`src/rtl/gf_inv_sched.sv`:
```
// Round-robin front end sharing one GF(2^m) inverse-array core between two requesters.
// Serialises a job into 4 core input beats, gathers 4 result beats, and returns them tagged, with a watchdog.
module gf_inv_sched #(
  parameter int unsigned TIMEOUT = 300
) (
  input  logic        clk,
  input  logic        rst_n,
  input  logic        req0_valid,
  input  logic [2:0]  req0_deg,
  input  logic [5:0]  req0_poly,
  input  logic [19:0] req0_data,
  output logic        req0_ready,
  input  logic        req1_valid,
  input  logic [2:0]  req1_deg,
  input  logic [5:0]  req1_poly,
  input  logic [19:0] req1_data,
  output logic        req1_ready,
  output logic        core_in_valid,
  output logic [2:0]  core_deg,
  output logic [5:0]  core_poly,
  output logic [4:0]  core_in_data,
  input  logic        core_out_valid,
  input  logic [4:0]  core_out_data,
  output logic        resp_valid,
  output logic        resp_id,
  output logic [19:0] resp_data,
  output logic        resp_err
);

  typedef enum logic [2:0] {
    ST_BOOT, ST_IDLE, ST_ISSUE, ST_WAIT, ST_COLLECT, ST_RESP
  } state_t;

  localparam logic [8:0] TIMEOUT_CNT = 9'(TIMEOUT);

  state_t      state, state_nx;
  logic        last_q, id_q, err_q;
  logic [2:0]  deg_q;
  logic [5:0]  poly_q;
  logic [19:0] data_q, res_q;
  logic [1:0]  beat_q;
  logic [8:0]  wait_q;
  logic        grant, accept;
  logic [4:0]  beat_elem;

  always_comb begin
    grant = 1'b0;
    if (req0_valid && req1_valid) grant = ~last_q;
    else if (req1_valid)          grant = 1'b1;
  end

  assign req0_ready = (state == ST_IDLE) && req0_valid && !grant;
  assign req1_ready = (state == ST_IDLE) && req1_valid && grant;
  assign accept     = req0_ready || req1_ready;

  always_comb begin
    beat_elem = '0;
    case (beat_q)
      2'd0: beat_elem = data_q[4:0];
      2'd1: beat_elem = data_q[9:5];
      2'd2: beat_elem = data_q[14:10];
      2'd3: beat_elem = data_q[19:15];
      default: beat_elem = '0;
    endcase
  end

  assign core_in_valid = (state == ST_ISSUE);
  assign core_deg      = (state == ST_ISSUE) ? deg_q  : '0;
  assign core_poly     = (state == ST_ISSUE) ? poly_q : '0;
  assign core_in_data  = (state == ST_ISSUE) ? beat_elem : '0;

  assign resp_valid = (state == ST_RESP);
  assign resp_id    = (state == ST_RESP) ? id_q  : 1'b0;
  assign resp_data  = (state == ST_RESP) ? res_q : '0;
  assign resp_err   = (state == ST_RESP) ? err_q : 1'b0;

  always_ff @(posedge clk or negedge rst_n) begin
    if (!rst_n) state <= ST_BOOT;
    else        state <= state_nx;
  end

  always_comb begin
    state_nx = state;
    case (state)
      ST_BOOT:    state_nx = ST_IDLE;
      ST_IDLE:    if (accept) state_nx = ST_ISSUE;
      ST_ISSUE:   if (beat_q == 2'd3) state_nx = ST_WAIT;
      ST_WAIT: begin
        if (core_out_valid)              state_nx = ST_COLLECT;
        else if (wait_q == TIMEOUT_CNT)  state_nx = ST_RESP;
      end
      ST_COLLECT: if (!core_out_valid || beat_q == 2'd3) state_nx = ST_RESP;
      ST_RESP:    state_nx = ST_IDLE;
      default:    state_nx = ST_BOOT;
    endcase
  end

  // The first result beat is captured in WAIT itself so the collect beats
  // occupy exactly four consecutive cycles starting with the first strobe.
  always_ff @(posedge clk or negedge rst_n) begin
    if (!rst_n) begin
      last_q <= 1'b1;
      id_q   <= 1'b0;
      err_q  <= 1'b0;
      deg_q  <= '0;
      poly_q <= '0;
      data_q <= '0;
      res_q  <= '0;
      beat_q <= '0;
      wait_q <= '0;
    end else begin
      case (state)
        ST_IDLE: if (accept) begin
          id_q   <= grant;
          deg_q  <= grant ? req1_deg  : req0_deg;
          poly_q <= grant ? req1_poly : req0_poly;
          data_q <= grant ? req1_data : req0_data;
          beat_q <= '0;
          wait_q <= '0;
          res_q  <= '0;
          err_q  <= 1'b0;
        end
        ST_ISSUE: beat_q <= beat_q + 2'd1;
        ST_WAIT: begin
          if (core_out_valid) begin
            res_q[4:0] <= core_out_data;
            beat_q     <= 2'd1;
          end else if (wait_q == TIMEOUT_CNT) begin
            err_q <= 1'b1;
            res_q <= '0;
          end else begin
            wait_q <= wait_q + 9'd1;
          end
        end
        ST_COLLECT: begin
          if (core_out_valid) begin
            case (beat_q)
              2'd0: res_q[4:0]   <= core_out_data;
              2'd1: res_q[9:5]   <= core_out_data;
              2'd2: res_q[14:10] <= core_out_data;
              2'd3: res_q[19:15] <= core_out_data;
              default: ;
            endcase
            beat_q <= beat_q + 2'd1;
          end else begin
            err_q <= 1'b1;
            res_q <= '0;
          end
        end
        ST_RESP: last_q <= id_q;
        default: ;
      endcase
    end
  end

endmodule
```
`config.mk`:
```
export PLATFORM = sky130hd
export DESIGN_NAME = gf_inv_sched
export DESIGN_NICKNAME = d
export VERILOG_FILES = /design/src/rtl/gf_inv_sched.sv
export SDC_FILE = /design/constraint.sdc
export NUM_CORES = 1
export LEC_CHECK = 0
export ABC_AREA = 1
export BUFFER_PORTS_ARGS = -buffer_cell sky130_fd_sc_hd__buf_2
export CORE_UTILIZATION = 52
export CTS_CLUSTER_SIZE = 30
export DETAILED_ROUTE_END_ITERATION = 16
export PLACE_DENSITY_LB_ADDON = 0.3
export SKIP_LAST_GASP = 1
export SYNTH_ARGS = -nofsm -noshare
export SYNTH_HDL_FRONTEND = slang
export SYNTH_SLANG_ARGS = --single-unit
```
`constraint.sdc`:
```
create_clock -name clk -period 1.94 [get_ports clk]
set_input_delay 0.291 -clock clk [delete_from_list [all_inputs] [get_ports clk]]
set_output_delay 0.291 -clock clk [all_outputs]
set_load 0.01 [all_outputs]
```
==> flow_summary.ini, run 1 <==
[synth]
ys_ff_latch = 66
synth_edf_count = 0
yosysMostFrequentCell = nand2_1
syn_inst = 521
synth.distinct_cells = 33
syn-cell-area_um2 = 3800
async_flop_share_pct = 100
synth_commonest_cells = nand2_1, nor2_1, dfrtp_1
synth_ff_type = dfrtp_1
synth_area_leader_cell = dfrtp_1
ys_top_cells_by_area = dfrtp_1, nand2_1, o21ai_0
ys_warn_count = 0
synth_top_area_share_pct = 42.8
yosysSeqAreaShare_pct = 43.5
synth_nets = 596
synth.avg_cell_area_um2 = 7.29

[worst_setup_path]
r2r_cells = 10
rr_endpoint = beat_q[0]$_DFFE_PN0P_
crit_required_ns = 1.65
r2r-start = state[0]$_DFFE_PN0P_
crit_path_end_kind = output port
cp_max_fo = 7
arrival_ns = 1.60
reg2reg_slack_ns = 0.19
crit_type = flop to output port
start_kind = flop

[clocking]
cts_tree = built
htree_levels = 3
cts_buffers = 9
cts.sink_count = 66
cts-root-buf = clkbuf_8
clock_latency_ns = 0.35
clockBufferDepth = 2
clkTransAtPathRegs_ns = 0.07

[place]
postPlaceCellArea_um2 = 4430
portBuffers = 107
place_inst = 712
hpwl_um = 6830
gp_congestion = 0.823
dp_worst_setup_slack_ns = 0.143

[finish]
regArea_um2 = 1660
synthToLayoutAreaGrowth_pct = 27.1
final_area_um2 = 4820
nets = 715
multi_input_area_um2 = 1890
drive_gt1_share_pct = 28.7
n_antenna_cell = 0
fillers = 613
instances_no_fill = 740

[timing]
skew_ns = 0.00836
fin_ws_ns = 0.0468
slew_viol_final = 0
fin_crit_sh_pct = 97.6
relSlewSlack_pct = 63.4
timing.final.crit_period_ns = 1.89
tns_ns = 0
tightest_slew_ns = 0.548
setup_violations = 0
hold_violations = 0
fmax_mhz = 528
rsz0062_at_grt = yes

[pwr]
vdd_drop_max_mv = 0.548
powerDensity_nw_per_um2 = 1300
p_total_mw = 6.28
p_leak_nw = 2.48

[die]
die_area_um2 = 7650
core-area_um2 = 6910
die_y_um = 87.4
chipWidth_um = 87.4
io_pins = 108
rows = 30
start_util_pct = 55.0

[global_routing]
grt-ovfl-total = 0
grt_use_total_pct = 27.6
grt_max_degree = 67
antenna_found_initial = 0
first_global_vias = 3631
grt_pass1_wl_um = 16100

[routing]
remaining_drc_errors = 0
postRouteAntennaNets = 0
postRouteWirelength_um = 9720
routed-via-count = 3860
drt_pre_antenna_iters = 6
via_per_inst = 5.22
drt_iter0_drc = 195
wire_per_inst_um = 13.1

[run_status]
outcome = finished clean

[worst_hold_path]
min-delay-start = req1_poly[1]
hold_end = poly_q[1]$_DFFE_PN0P_
whs_path_depth = 3
hold_class = input pin to flop

[flow_run]
drv_cap = 0
-- routing by layer --
metal / vias up / share of wire [%] / track usage [%]
li1: 1923 / - / -
met2: 149 / 48 / 46.0
met3: 25 / 6.3 / 5.59
met5: - / 0 / 0
met1: 1763 / 43 / 34.1
met4: 0 / 2.6 / 13.4
-- power breakdown --
part	total, mW	switching (mW)	internal (mW)
combinational	2.98	1.95	1.04
sequential	2.16	0.279	1.88
clock	1.14	0.518	0.618
total	6.28	2.74	3.53
-- critical path, stage by stage, from the launching register on --
cell and delay [ns]:
dfrtp_2 0.46, nor3_4 0.25, clkinvlp_4 0.17, buf_6 0.17, nor2_1 0.07, buf_2 0.13
-- final cells by class --
cell class | count | area share, %
tap | 96 | 2.49
clock inverter | 3 | 0.830
inverter | 64 | 5.08
clock buffer | 12 | 3.01
timing repair buffer | 128 | 14.8
sequential | 66 | 34.4
multi-input combinational | 370 | 39.2
timing repair inverter | 1 | 0.156
-- stage by stage --
stage	utilization [%]	hold slack, ns
floorplan	-	-0.00459
global placement	64.1	0.336
detailed placement	64.1	0.335
CTS	68.7	0.196
global route	69.9	0.202
finish	69.9	0.202
-- state kept, by name (all words and copies together), names as in the netlist --
register	flops
data_q	20
res_q	20
wait_q	9
id_q	1
last_q	1
deg_q	3
poly_q	6
err_q	1
beat_q	2
state	3
-- how the worst max path moves through the flow --
stage               slack (ns)  cells past startpoint                  from            end
finish                    0.05                      5  state[1]$_DFFE_PN0P_   resp_data[0]
detailed placement        0.14                      5  state[0]$_DFFE_PN0P_        resp_id
global route             -0.02                      5  state[1]$_DFFE_PN0P_   resp_data[4]
CTS                       0.02                      6  state[2]$_DFFE_PN0P_  resp_data[12]
floorplan                 0.27                      5  state[2]$_DFFE_PN0P_   resp_data[0]
global placement          0.28                      5  state[2]$_DFFE_PN0P_        resp_id
-- cells in the final DEF, fill, tap and decap left out, types with 3 or more instances in the layout --
cell and count:
a21oi_1 17, a31oi_1 5, buf_2 107, buf_4 17
clkbuf_8 10, dfrtp_1 61, dfrtp_2 4, ha_1 3
ha_4 3, inv_1 55, inv_2 7, nand2_1 117
nand2_2 4, nand3_1 23, nand3_4 3, nand4_1 17
nor2_1 72, nor2_2 5, nor2_4 5, o21ai_0 58
o21ai_1 14, o22ai_1 9
-- logic make-up after synthesis --
logic type | share of synthesized area [%]
flip-flops | 43.5
buffers and inverters | 9.06
adder cells (fa/ha/maj) | 2.31
AO/OA/AOI/OAI | 15.8
XOR/XNOR | 0.231
AND/OR/NAND/NOR | 29.1
-- timing repair --
action	in CTS	in global routing
pin swaps	1	2
hold buffers	1	0
gates cloned	1	0
setup buffers	7	4
endpoints found under the setup margin	27	16
endpoints found under the hold margin	65	0
gates resized for setup	18	19
Power figures use the tool's default switching activity.
==> inputs of run 2 (changes only) <==
- clock period: 1.94 -> 1.8 ns (I/O delays scaled with it)
==> run 2 against run 1 <==
The flow now finishes with violations (negative setup slack). Register-to-register slack worse by 0.15 ns. Final area grew 1.5%. Worst hold slack got worse by 0.0067 ns. Clock-buffer cell count increased by 1. Non-clock buffer count grew 10. Clock power increased by 4%. Routed wire length up 7.1%. Combinational power up 12%. Cell count is 1.4% higher. Critical path depth grew 1. Via count grew 3.5%. Largest power group unchanged.
==> flow_summary.ini, run 2 (synthesized netlist as in run 1, its figures left out) <==
[worst_setup_path]
arrival_ns = 1.54
start_kind = flop
cp_max_fo = 6
crit_required_ns = 1.53
r2r-start = wait_q[0]$_DFFE_PN0P_
rr_endpoint = wait_q[4]$_DFFE_PN0P_
reg2reg_slack_ns = 0.04
crit_type = flop to output port
r2r_cells = 10
crit_path_end_kind = output port

[routing]
routed-via-count = 3996
remaining_drc_errors = 0
via_per_inst = 5.33
postRouteAntennaNets = 0
drt_pre_antenna_iters = 6
wire_per_inst_um = 13.9
drt_iter0_drc = 262
postRouteWirelength_um = 10400

[global_routing]
grt_max_degree = 28
grt_pass1_wl_um = 16200
antenna_found_initial = 0
grt-ovfl-total = 0
grt_use_total_pct = 27.4
first_global_vias = 3691

[timing]
tightest_slew_ns = 0.567
skew_ns = 0.0115
holdWs_ns = 0.195
fin_ws_ns = -0.00684
slew_viol_final = 0
setup_violations = 2
timing.final.crit_period_ns = 1.81
fin_crit_sh_pct = 100
hold_violations = 0
rsz0062_at_grt = yes
tns_ns = -0.0109
relSlewSlack_pct = 62.2
fmax_mhz = 553

[die]
die_area_um2 = 7650
rows = 30
chipWidth_um = 87.4
die_y_um = 87.4
io_pins = 108
core-area_um2 = 6910
start_util_pct = 55.0

[worst_hold_path]
min-delay-start = req1_data[7]
hold_end = data_q[7]$_DFFE_PN0P_
whs_path_depth = 3
hold_class = input pin to flop

[place]
gp_congestion = 0.876
hpwl_um = 7260
place_inst = 717
portBuffers = 107

[finish]
fillers = 575
synthToLayoutAreaGrowth_pct = 29.0
final_cell_mix = nand2_1, buf_2, nor2_1
reg_top3 = data_q x20, res_q x20, wait_q x9
instances_no_fill = 750
n_antenna_cell = 0
nets = 724
layout_commonest_cell = nand2_1
drive_gt1_share_pct = 29.7

[clocking]
htree_levels = 3
clock_latency_ns = 0.34
cts-root-buf = clkbuf_8
cts_buffers = 9
cts.sink_count = 66
clockBufferDepth = 2
cts_tree = built
clkTransAtPathRegs_ns = 0.07

[run_status]
outcome = complete, but fails checks
violations = negative setup slack

[flow_run]
drv_cap = 0

[pwr]
p_leak_nw = 2.52
powerDensity_nw_per_um2 = 1410
vdd_drop_max_mv = 0.824
==> run 2: worst max-delay path by stage <==
stage	startpoint	endpoint	slack, ns	cells after the start
2_1_floorplan	state[2]$_DFFE_PN0P_	resp_data[0]	0.16	5
3_3_place_gp	beat_q[0]$_DFFE_PN0P_	core_in_data[4]	0.15	6
3_5_place_dp	beat_q[0]$_DFFE_PN0P_	core_in_data[4]	0.14	6
4_1_cts	state[1]$_DFFE_PN0P_	resp_data[19]	-0.004	5
5_1_grt	state[2]$_DFFE_PN0P_	core_in_data[3]	-0.09	6
6_report	beat_q[0]$_DFFE_PN0P_	core_in_data[2]	-0.007	6
==> run 2: area by class of cell <==
class	instances	area (um^2)	share of cell area, %
clock buffers	13	139	2.84
clock inverters	3	42.5	0.869
multi-input cells	370	1880	38.4
flip-flops and latches	66	1660	33.9
repair buffers	138	811	16.6
inverters	64	245	5.01
well taps	96	120	2.45
==> run 2: where the power goes <==
group          total, mW  switching (mW)  internal, mW
clock network       1.18           0.544         0.640
registers           2.34           0.319          2.02
logic               3.35            2.15          1.20
total               6.88            3.02          3.86
==> run 2: metal layers <==
metal	routed length [um]	GRT usage (%)	vias to the layer above	share of wire, %
met5	0	0	-	0
met4	165	9.39	0	1.6
met3	566	4.36	21	5.4
met2	5350	49.2	167	51
met1	4330	33.4	1869	42
li1	-	-	1939	-
==> run 2: through the flow <==
step	total power [mW]	utilization, %	setup slack (ns)	instance area, um^2
3_5_place_dp	5.25	64.8	0.143	4480
6_report	6.88	70.9	-0.00684	4900
2_1_floorplan	4.42	-	0.155	3800
5_1_grt	7.35	70.9	-0.0863	4900
4_1_cts	6.63	69.3	-0.00401	4790
3_3_place_gp	5.13	64.8	0.154	4480
==> run 2: repair_timing <==
action | in CTS | in global routing
hold buffers | 1 | 0
pin swaps | 1 | 5
setup buffers | 7 | 9
resized for setup | 22 | 16
endpoints found under the setup margin | 28 | 50
hold endpoints to repair | 16 | 0
==> run 2: critical path, cell delays in order (launching register included) <==
cell,delay [ns]
dfrtp_2,0.43
inv_2,0.12
ha_4,0.20
inv_4,0.06
o21ai_1,0.18
a31oi_1,0.07
buf_2,0.15
==> inputs of run 3 (changes only) <==
- CORE_UTILIZATION: 52 -> 53
==> run 3 against run 2 <==
The flow still finishes with violations (negative setup slack). Cell count shrank 0.27%. Combinational power grew 6.3%. Largest power group unchanged. Utilization grew 3.8 points. Register-to-register slack gained 0.02 ns. Maximum frequency shrank 3.7%.
==> flow_summary.ini, run 3 (synthesized netlist as in run 1, its figures left out) <==
[worst_setup_path]
start_kind = flop
crit_type = flop to output port
arrival_ns = 1.61
worstPathCellList = nor3_4 > inv_4 > clkbuf_16 > nor2_1 > buf_2
cp_max_fo = 10
crit_path_max_incr_delay_ns = 0.47
reg2reg_slack_ns = 0.06
crit_required_ns = 1.53
crit_path_end_kind = output port
cp_slowest_cell = dfrtp_2

[place]
portBuffers = 107
hpwl_um = 6870
gp_congestion = 0.852
place_inst = 713
dp_worst_setup_slack_ns = 0.139

[timing]
hold_violations = 0
relSlewSlack_pct = 62.1
timing.final.crit_period_ns = 1.88
slew_viol_final = 0
setup_violations = 21
fin_crit_sh_pct = 104
fmax_mhz = 533
rsz0062_at_grt = yes
fin_ws_ns = -0.0768
holdWs_ns = 0.183
tightest_slew_ns = 0.568
skew_ns = 0.00914

[pwr]
powerDensity_nw_per_um2 = 1410
p_leak_nw = 2.56
vdd_drop_max_mv = 0.781

[routing]
via_per_inst = 5.32
remaining_drc_errors = 0
wire_per_inst_um = 14.3
postRouteAntennaNets = 0
drt_pre_antenna_iters = 5
postRouteWirelength_um = 10700
routed-via-count = 3983
drt_iter0_drc = 235

[clocking]
cts.sink_count = 66
clock_latency_ns = 0.35
htree_levels = 3
clockBufferDepth = 2
cts_buffers = 9
cts_tree = built
clkTransAtPathRegs_ns = 0.07
cts-root-buf = clkbuf_8

[global_routing]
grt_use_total_pct = 28.1
met2_usage_pct = 48.6
first_global_vias = 3649
antenna_found_initial = 0
grt_busiest_layer = met2
grt_pass1_wl_um = 16200
grt_max_degree = 67
grt_use_met3_pct = 6.48
use_met1_pct = 33.4
grt-ovfl-total = 0

[finish]
final_cell_mix = nand2_1, buf_2, nor2_1
layout_commonest_cell = nand2_1
fillers = 540
n_antenna_cell = 0
synthToLayoutAreaGrowth_pct = 35.2
reg_top3 = data_q x20, res_q x20, wait_q x9
nets = 723
drive_gt1_share_pct = 32.2
instances_no_fill = 748

[die]
io_pins = 108
start_util_pct = 55.3
die_area_um2 = 7500
core-area_um2 = 6870
chipWidth_um = 86.6
die_y_um = 86.6
rows = 30

[worst_hold_path]
hold_class = input pin to flop

[run_status]
violations = negative setup slack
outcome = complete, but fails checks

[flow_run]
drv_cap = 0
==> run 3: cell types whose count changed in the layout (fill, tap and decap cells not counted), sizes merged <==
cell and change:
clkbuf +2, buf -3, clkinvlp -1
==> run 3: through the flow <==
step           total power, mW  TNS [ns]  utilization (%)  cell area, um^2
3_3_place_gp              5.13         0             64.8             4450
3_5_place_dp              5.24         0             64.8             4450
4_1_cts                   6.78    -0.111             69.8             4800
6_report                  7.21    -0.652             74.7             5130
2_1_floorplan             4.42         0                -             3800
5_1_grt                   7.72     -2.44             74.7             5130
==> run 3: worst paths after layout <==
| kind | end | start | cells past startpoint |
|---|---|---|---|
| worst min register to register | res_q[18]$_DFFE_PN0P_ | res_q[18]$_DFFE_PN0P_ | 2 |
| worst max register to register | res_q[14]$_DFFE_PN0P_ | state[1]$_DFFE_PN0P_ | 7 |
| worst min-delay path | data_q[5]$_DFFE_PN0P_ | req1_data[5] | 3 |
| min in group asynchronous | res_q[1]$_DFFE_PN0P_ | rst_n | 3 |
| max in group asynchronous | last_q$_DFFE_PN1P_ | rst_n | 3 |
| worst max-delay path | resp_data[5] | state[1]$_DFFE_PN0P_ | 5 |
==> run 3: repair_timing <==
| item | 4_1_cts | 5_1_grt |
|---|---|---|
| cloned | 0 | 2 |
| endpoints found under the setup margin | 29 | 46 |
| hold buffers | 1 | 0 |
| hold endpoints to repair | 65 | 0 |
| setup buffers | 7 | 10 |
| resized for setup | 28 | 56 |
| pin swaps | 4 | 7 |
==> run 3: metal layers <==
metal | part of all wire (%) | up-vias
met5 | 0 | -
li1 | - | 1942
met4 | 2.2 | 0
met1 | 41 | 1871
met2 | 51 | 147
met3 | 5.1 | 23
==> run 3: where the power goes <==
part / internal [mW] / leakage (nW) / switching (mW) / total (mW)
Sequential: 2.02 / 0.846 / 0.331 / 2.36
Clock: 0.745 / 0.106 / 0.558 / 1.30
Combinational: 1.28 / 1.61 / 2.28 / 3.56
==> run 3: area by class of cell <==
cell class              instances  area, um^2  area share, %
clock inverters                 2        35.0          0.683
inverters                      64         258           5.02
flip-flops and latches         66        1660           32.3
clock buffers                  13         169           3.29
repair buffers                137         892           17.4
well taps                      96         120           2.34
multi-input cells             370        2000           39.0
==> run 3: critical path, delay by kind of cell, from the launching register on <==
kind / cells / cell delay, ns
buffers and inverters: 3 / 0.43
flip-flops: 1 / 0.47
AND/OR/NAND/NOR: 2 / 0.36
